[src/rtl/ps2_scan_decoder.sv]
// PS/2 scan-code decoder: folds E0/F0 prefixes into {ext,rel,code} events and queues them.
// Latency: event written on the edge that samples its final byte; visible at the head one cycle later.
// Backpressure: out_valid/out_ready handshake; a push into a full queue is dropped and flags sticky ovf.

module ps2_scan_fifo #(
    parameter int WIDTH = 10,
    parameter int DEPTH = 4
) (
    input  logic             clk,
    input  logic             rst,
    input  logic             push_vld,
    input  logic [WIDTH-1:0] push_dat,
    output logic             push_done,
    output logic             push_drop,
    output logic             pop_vld,
    input  logic             pop_rdy,
    output logic [WIDTH-1:0] pop_dat
);
    localparam int PW = (DEPTH > 1) ? $clog2(DEPTH) : 1;
    localparam int CW = $clog2(DEPTH + 1);

    logic [WIDTH-1:0] mem [DEPTH];
    logic [PW-1:0]    wr_ptr;
    logic [PW-1:0]    rd_ptr;
    logic [CW-1:0]    count;
    logic             full;
    logic             pop_en;

    assign full      = (count == CW'(DEPTH));
    assign pop_vld   = (count != '0);
    assign pop_en    = pop_vld && pop_rdy;
    // A pop on the same edge frees the slot, so a full queue can still accept.
    assign push_done = push_vld && (!full || pop_en);
    assign push_drop = push_vld && full && !pop_en;
    assign pop_dat   = mem[rd_ptr];

    always_ff @(posedge clk) begin
        if (rst) begin
            wr_ptr <= '0;
            rd_ptr <= '0;
            count  <= '0;
            for (int i = 0; i < DEPTH; i++) begin
                mem[i] <= '0;
            end
        end else begin
            if (push_done) begin
                mem[wr_ptr] <= push_dat;
                wr_ptr      <= wr_ptr + PW'(1);
            end
            if (pop_en) begin
                rd_ptr <= rd_ptr + PW'(1);
            end
            case ({push_done, pop_en})
                2'b10:   count <= count + CW'(1);
                2'b01:   count <= count - CW'(1);
                default: count <= count;
            endcase
        end
    end
endmodule

module ps2_scan_decoder #(
    parameter int FIFO_DEPTH  = 4,
    parameter int TIMEOUT_CYC = 50000
) (
    input  logic       clk,
    input  logic       rst,
    input  logic       in_valid,
    input  logic [7:0] in_data,
    input  logic       in_err,
    output logic       out_valid,
    input  logic       out_ready,
    output logic [7:0] out_code,
    output logic       out_ext,
    output logic       out_rel,
    output logic       err_pulse,
    output logic       ovf,
    input  logic       ovf_clr,
    output logic [7:0] last_code
);
    typedef enum logic [1:0] {IDLE, GOT_E0, GOT_F0, GOT_E0F0} state_t;

    typedef struct packed {
        logic       ext;
        logic       rel;
        logic [7:0] code;
    } evt_t;

    localparam int TW = ($clog2(TIMEOUT_CYC) > 16) ? $clog2(TIMEOUT_CYC) : 16;

    state_t        state;
    state_t        state_nxt;
    logic [TW-1:0] to_cnt;
    logic          to_hit;
    logic          err_nxt;
    logic          push_vld;
    evt_t          push_dat;
    evt_t          head;
    logic          push_done;
    logic          push_drop;

    // A byte arriving on the expiry cycle wins because to_hit requires !in_valid.
    assign to_hit = !in_valid && (state != IDLE) && (to_cnt == TW'(TIMEOUT_CYC - 1));

    always_comb begin
        state_nxt     = state;
        err_nxt       = 1'b0;
        push_vld      = 1'b0;
        push_dat      = '0;
        push_dat.code = in_data;
        push_dat.ext  = (state == GOT_E0) || (state == GOT_E0F0);
        push_dat.rel  = (state == GOT_F0) || (state == GOT_E0F0);
        if (in_valid) begin
            if (in_err || in_data == 8'h00 || in_data == 8'hFF) begin
                err_nxt   = 1'b1;
                state_nxt = IDLE;
            end else if (in_data == 8'hE0) begin
                if (state == IDLE) begin
                    state_nxt = GOT_E0;
                end else begin
                    err_nxt   = 1'b1;
                    state_nxt = IDLE;
                end
            end else if (in_data == 8'hF0) begin
                case (state)
                    IDLE:    state_nxt = GOT_F0;
                    GOT_E0:  state_nxt = GOT_E0F0;
                    default: begin
                        err_nxt   = 1'b1;
                        state_nxt = IDLE;
                    end
                endcase
            end else begin
                push_vld  = 1'b1;
                state_nxt = IDLE;
            end
        end else if (to_hit) begin
            err_nxt   = 1'b1;
            state_nxt = IDLE;
        end
    end

    always_ff @(posedge clk) begin
        if (rst) begin
            state     <= IDLE;
            to_cnt    <= '0;
            err_pulse <= 1'b0;
            ovf       <= 1'b0;
            last_code <= 8'h00;
        end else begin
            state     <= state_nxt;
            err_pulse <= err_nxt;
            if (in_valid || to_hit || state == IDLE) begin
                to_cnt <= '0;
            end else begin
                to_cnt <= to_cnt + TW'(1);
            end
            if (push_drop) begin
                ovf <= 1'b1;
            end else if (ovf_clr) begin
                ovf <= 1'b0;
            end
            if (push_done) begin
                last_code <= push_dat.code;
            end
        end
    end

    ps2_scan_fifo #(
        .WIDTH ($bits(evt_t)),
        .DEPTH (FIFO_DEPTH)
    ) u_fifo (
        .clk       (clk),
        .rst       (rst),
        .push_vld  (push_vld),
        .push_dat  (push_dat),
        .push_done (push_done),
        .push_drop (push_drop),
        .pop_vld   (out_valid),
        .pop_rdy   (out_ready),
        .pop_dat   (head)
    );

    assign out_code = head.code;
    assign out_ext  = head.ext;
    assign out_rel  = head.rel;
endmodule

[config.mk]
export PLATFORM = sky130hd
export DESIGN_NAME = ps2_scan_decoder
export DESIGN_NICKNAME = d
export VERILOG_FILES = /design/src/rtl/ps2_scan_decoder.sv
export SDC_FILE = /design/constraint.sdc
export NUM_CORES = 1
export LEC_CHECK = 0
export ABC_AREA = 1
export BUFFER_PORTS_ARGS = -buffer_cell sky130_fd_sc_hd__buf_4
export CORE_MARGIN = 3
export CORE_UTILIZATION = 50
export DETAILED_ROUTE_END_ITERATION = 8
export GPL_ROUTABILITY_DRIVEN = 0
export GPL_TIMING_DRIVEN = 0
export PLACE_DENSITY_LB_ADDON = 0.15
export SKIP_LAST_GASP = 1
export SYNTH_ARGS = -nofsm -noshare
export SYNTH_HDL_FRONTEND = slang
export SYNTH_SLANG_ARGS = --single-unit
export TNS_END_PERCENT = 1
[constraint.sdc]
create_clock -name clk -period 5.2 [get_ports clk]
set_input_delay 0.52 -clock clk [delete_from_list [all_inputs] [get_ports clk]]
set_output_delay 0.52 -clock clk [all_outputs]
set_load 0.1 [all_outputs]
Word level (Yosys, flattened, before mapping):

Memory sizes are Yosys's and may differ from the RTL's. A register that Yosys moved wholly into a read port is not among the register bits.
Index checks and enable logic that the tools add are counted.

* register bits after elaboration: 35
* bits in writable memories: 40
* word-level logic and storage cells: 81
* memories kept: 1

* add/subtract/negate cells: 5
* equal/unequal tests: 10
* muxes and demuxes: 31
* reduce and logical (&&, ||, !) cells: 26

Memory list
* u_fifo.mem: depth 4, width 10, read ports 1, clocked after memory_dff 1, wr ports 4, line 22 `logic [WIDTH-1:0] mem [DEPTH];`

Operator list (count)
* $eq 8x8->1 const B: 3
* $mux 1: 20
* $add 16x1->16 const B: 1
* $eq 16x16->1 const B: 1
* $mux 2: 8
* $mux 10: 1
* $reduce_or 10->1: 1
* $logic_not 8->1: 1
* $reduce_bool 2->1: 4
* $logic_or 1x1->1: 7
* $eq 2x2->1 const B: 3
* $logic_and 1x1->1: 6
* $pmux 3 s2: 1
* $add 2x1->2 const B: 2
* $eq 2x1->1 const B: 2
* $pmux 2 s2: 1
* $reduce_or 2->1: 2
* $add 3x1->3 const B: 1
* $eq 3x3->1 const B: 1
* $logic_not 1->1: 3
* $reduce_bool 3->1: 1
* $sub 3x1->3 const B: 1
* $logic_not 2->1: 1

Logic depth before layout (Yosys ltp):

* word-level depth: 11
* gate-level depth with buffers: 13
* gate-level depth less buffers: 13

Modules after synthesis:

A second synthesis with hierarchy kept.

* cells, all modules: 425
* area total of the unflattened synthesis: 3743.6 um^2

By module, submodules not included
* ps2_scan_fifo: times used 1, cells each 228, area an instance 2337.2 um^2, sequential area each 1381.3 um^2
* ps2_scan_decoder: times used 1, cells each 197, area an instance 1406.3 um^2, sequential area each 560.5 um^2

Least setup slack after synthesis:

Ideal clock, no wire load.

* path type: flip-flop to flip-flop
* start point: reg u_fifo.count[1]
* end point: mem u_fifo.mem[1][0] (enable)
* arrival: 2.297 ns
* required time: 4.809 ns
* setup slack: 2.513 ns
* stages on the path, launching flop included: 7
* buffers on the path: 0
* cell sequence: dfxtp_1 -> nor2_1 -> nand2_1 -> nand2_1 -> nand3_1 -> nand4_4 -> o21ai_0

RTL lines
* start: declaration: line 25 `logic [CW-1:0] count;`
* start signal: assignment: line 54 `2'b10: count <= count + CW'(1);`
* start signal: assignment: line 55 `2'b01: count <= count - CW'(1);`
* start signal: assignment: line 56 `default: count <= count;`
* end: declaration: line 22

==> summary.md <==
| Metric | Value |
|---|---|
| Filler cell count | `558` |
| Worst skew pair latency | `350 ps` |
| IO buf count | `34` |
| Clock tree buffer depth | `2` |
| Flop and latch count out of synthesis | `77` |
| Peak Freq | `432.4 MHz` |
| Final hold slack | `around 390 ps` |
| TritonCTS clock tree | `yes` |
| Max Cap Viol | `0` |
| DRC errors left | `0` |
| Wire per inst | `roughly 14 um` |
| Die Y | `87.50 um` |
| Ys async rst share | `0%` |
| DRT antenna net count | `0` |
| Ys flop type | `edfxtp_1` |
| Multi-input gate area | `1166 um^2` |
| Fin. Hold Viols | `0` |
| Via Count | `2,569` |
| Row Count | `29` |
| Slew Viols, Final | `0` |
| Starting density of the core | `52.00%` |
| Storage cell area | `a little under 2000 um^2` |
| Synthesized instance count | `379` |
| Outcome | `finished, final reports clean` |
| First-pass GRT wire length | `about 11,000 um` |
| Critical path capture point type | `output pin` |
| Slew headroom | `roughly 65%` |
| Layout cells sized above 1 | `13.69%` |
| Core area | `6386 um^2` |
| Top cells by area, synth | `edfxtp_1, dfxtp_1, nor2_1, nand2_1, inv_1` |
| Most common cell in the netlist | `nor2_1` |
| Resized Gates After CTS | `0` |
| Vias in the first global route | `2,458` |
| CP Data Arrival Time | `1790 ps` |
| Mapped Avg Cell Area | `slightly below 9 um^2` |
| Clk sink count | `between 70 and 80` |
| Sequential fraction of the synthesis area | `58.48%` |
| Largest net degree at the start of global routing | `16` |
| Number of flops mapped to enable cells by yosys | `40` |
| DR pass1 iterations | `4` |
| GRT Total Usage | `between 10% and 20%` |
| Post-synth top area share | `36.17%` |
| Diodes inserted | `0` |
| Number of antenna violations at the first check in global routing | `0` |
| Die span in x | `87.50 um` |
| Worst path cell trace | `clkbuf_1 > o21ai_0 > o22ai_1 > buf_4` |
| Post-DP HPWL | `4959 um` |
| Area leader, netlist | `edfxtp_1` |
| HP Class | `in -> reg` |
| Worst VDD drop | `approximately 260 uV` |
| CP Launch Type | `register` |
| Grt ovf | `0` |
| Ys Warns | `0` |
| Top Ports | `35` |
| Synth unique cells | `23` |
| Nets | `443` |
| PwrDens | `431.6 nW/um^2` |
| Setup TNS | `0 ps` |
| Syn Nets | `396` |
| Drt initial violations | `188` |
| Clock skew | `9.086 ps` |
| RSZ-0062 raised after global routing | `false` |
| Routed Wire Length | `slightly below 7000 um` |
| CP max stage cell | `clkbuf_1` |
| Post-CTS Hold Fix Bufs | `0` |
| Bufs and invs on worst path | `2` |
| Worst-margin pin slew | `531.9 ps` |
| Clock Tree Root | `clkbuf_8` |
| Crit share post-route | `approximately 44%` |
| Leak | `1.577 nW` |
| Via-to-Cell Ratio | `around 5` |
| Non-Filler Instances | `508` |
| Dpl cells | `492` |
| CP Data Required Time | `4680 ps` |
| CTS HTree Levels | `3` |
| Layout area overhead | `16.47%` |
| Num CTS Buffers | `9` |
| Mapped Area | `3321 um^2` |
| Fin crit period | `2313 ps` |
| Setup Buffers After CTS | `0` |
| Crit-path leading delay family | `buffers and inverters` |
| Setup violators final | `0` |
| Clk pin slew, worst setup/hold paths | `80 ps` |
| Die area | `7655 um^2` |
| Final Power | `~1.7 mW` |
| Synth top cells by count | `nor2_1, nand2_1, inv_1` |
| Slowest Stage Delay on Critical Path | `about 370 ps` |
| Worst-path maximum fanout | `10` |
| CP Class | `reg -> out` |
## registers in the layout (all words and copies together), names as in the netlist, named ones only
signal	count
u_fifo.mem	40
ovf	1
u_fifo.wr_ptr	2
to_cnt	16
err_pulse	1
u_fifo.rd_ptr	2
state	2
last_code	8
u_fifo.count	3
## where the power goes
group / internal, mW / switching [mW]
registers: 0.674 / 0.0158
clock network: 0.180 / 0.237
logic: 0.114 / 0.448
total: 0.968 / 0.701
## path summary, 6_finish.rpt
path,start,end,cells past startpoint,slack [ps]
worst max-delay path,register,out_code[3],4,2890
worst min-delay path,rst,state[1]$_SDFFE_PP0P_,2,390
worst max register to register,u_fifo.count[0]$_SDFFE_PP0P_,u_fifo.count[2]$_SDFFE_PP0P_,12,3090
worst min register to register,to_cnt[0]$_SDFF_PP0_,to_cnt[0]$_SDFF_PP0_,1,450
## worst register-to-register path, cell delays in order, from the launching register on
cell,delay [ps]
dfxtp_1,320
nor2_1,140
nand2_1,80
nand2_1,80
nand3_1,140
nand4_4,190
ha_1,160
inv_1,60
fa_1,370
a21oi_1,140
o21ai_0,110
o21ai_0,150
a21oi_1,50
## layout make-up
class                           instances  area share (%)
Sequential cell                        77           50.21
Multi-Input combinational cell        247           30.15
Timing Repair Buffer                   36           6.988
Inverter                               44           4.270
Clock buffer                            9           3.203
Tap cell                               77           2.491
Clock inverter                          7           1.456
Buffer                                 11           1.229
## routing by layer
layer	part of all wire, %	global-route usage [%]
met5	0	0
met4	1.2	7.950
met3	4.2	5.582
met2	51	33.84
met1	44	22.96
## cell families (layout without fill, tap and decap cells)
logic type      Yosys count  count (layout)  synth area share [%]
compound gates           58              58                 9.118
xor+xnor                  9               9                 2.374
fa+ha+maj                 3               3                 1.356
buf+inv                  55             107                 6.405
flops                    77              77                 58.48
simple gates            177             177                 22.27
## placed cells by master (no fill, tap or decap), drive strengths merged
master,n
clkbuf,17
buf,39
dfxtp,37
clkinvlp,1
nand4,5
nand2,67
xor2,5
a21oi,16
edfxtp,40
o22ai,10
clkinv,3
or2,1
nor3,6
nand3,16
nor2,81
nor4,1
ha,2
fa,1
inv,47
xnor2,4
o21ai,32
## metrics by stage
stage,setup slack (ps),utilization (%),cell area (um^2)
finish,2887,60.56,3867
global route,2756,60.56,3867
floorplan,2513,-,3321
CTS,2816,60.56,3867
global placement,2229,57.50,3672
detailed placement,2748,57.74,3687
(Power assumes the default switching activity.)
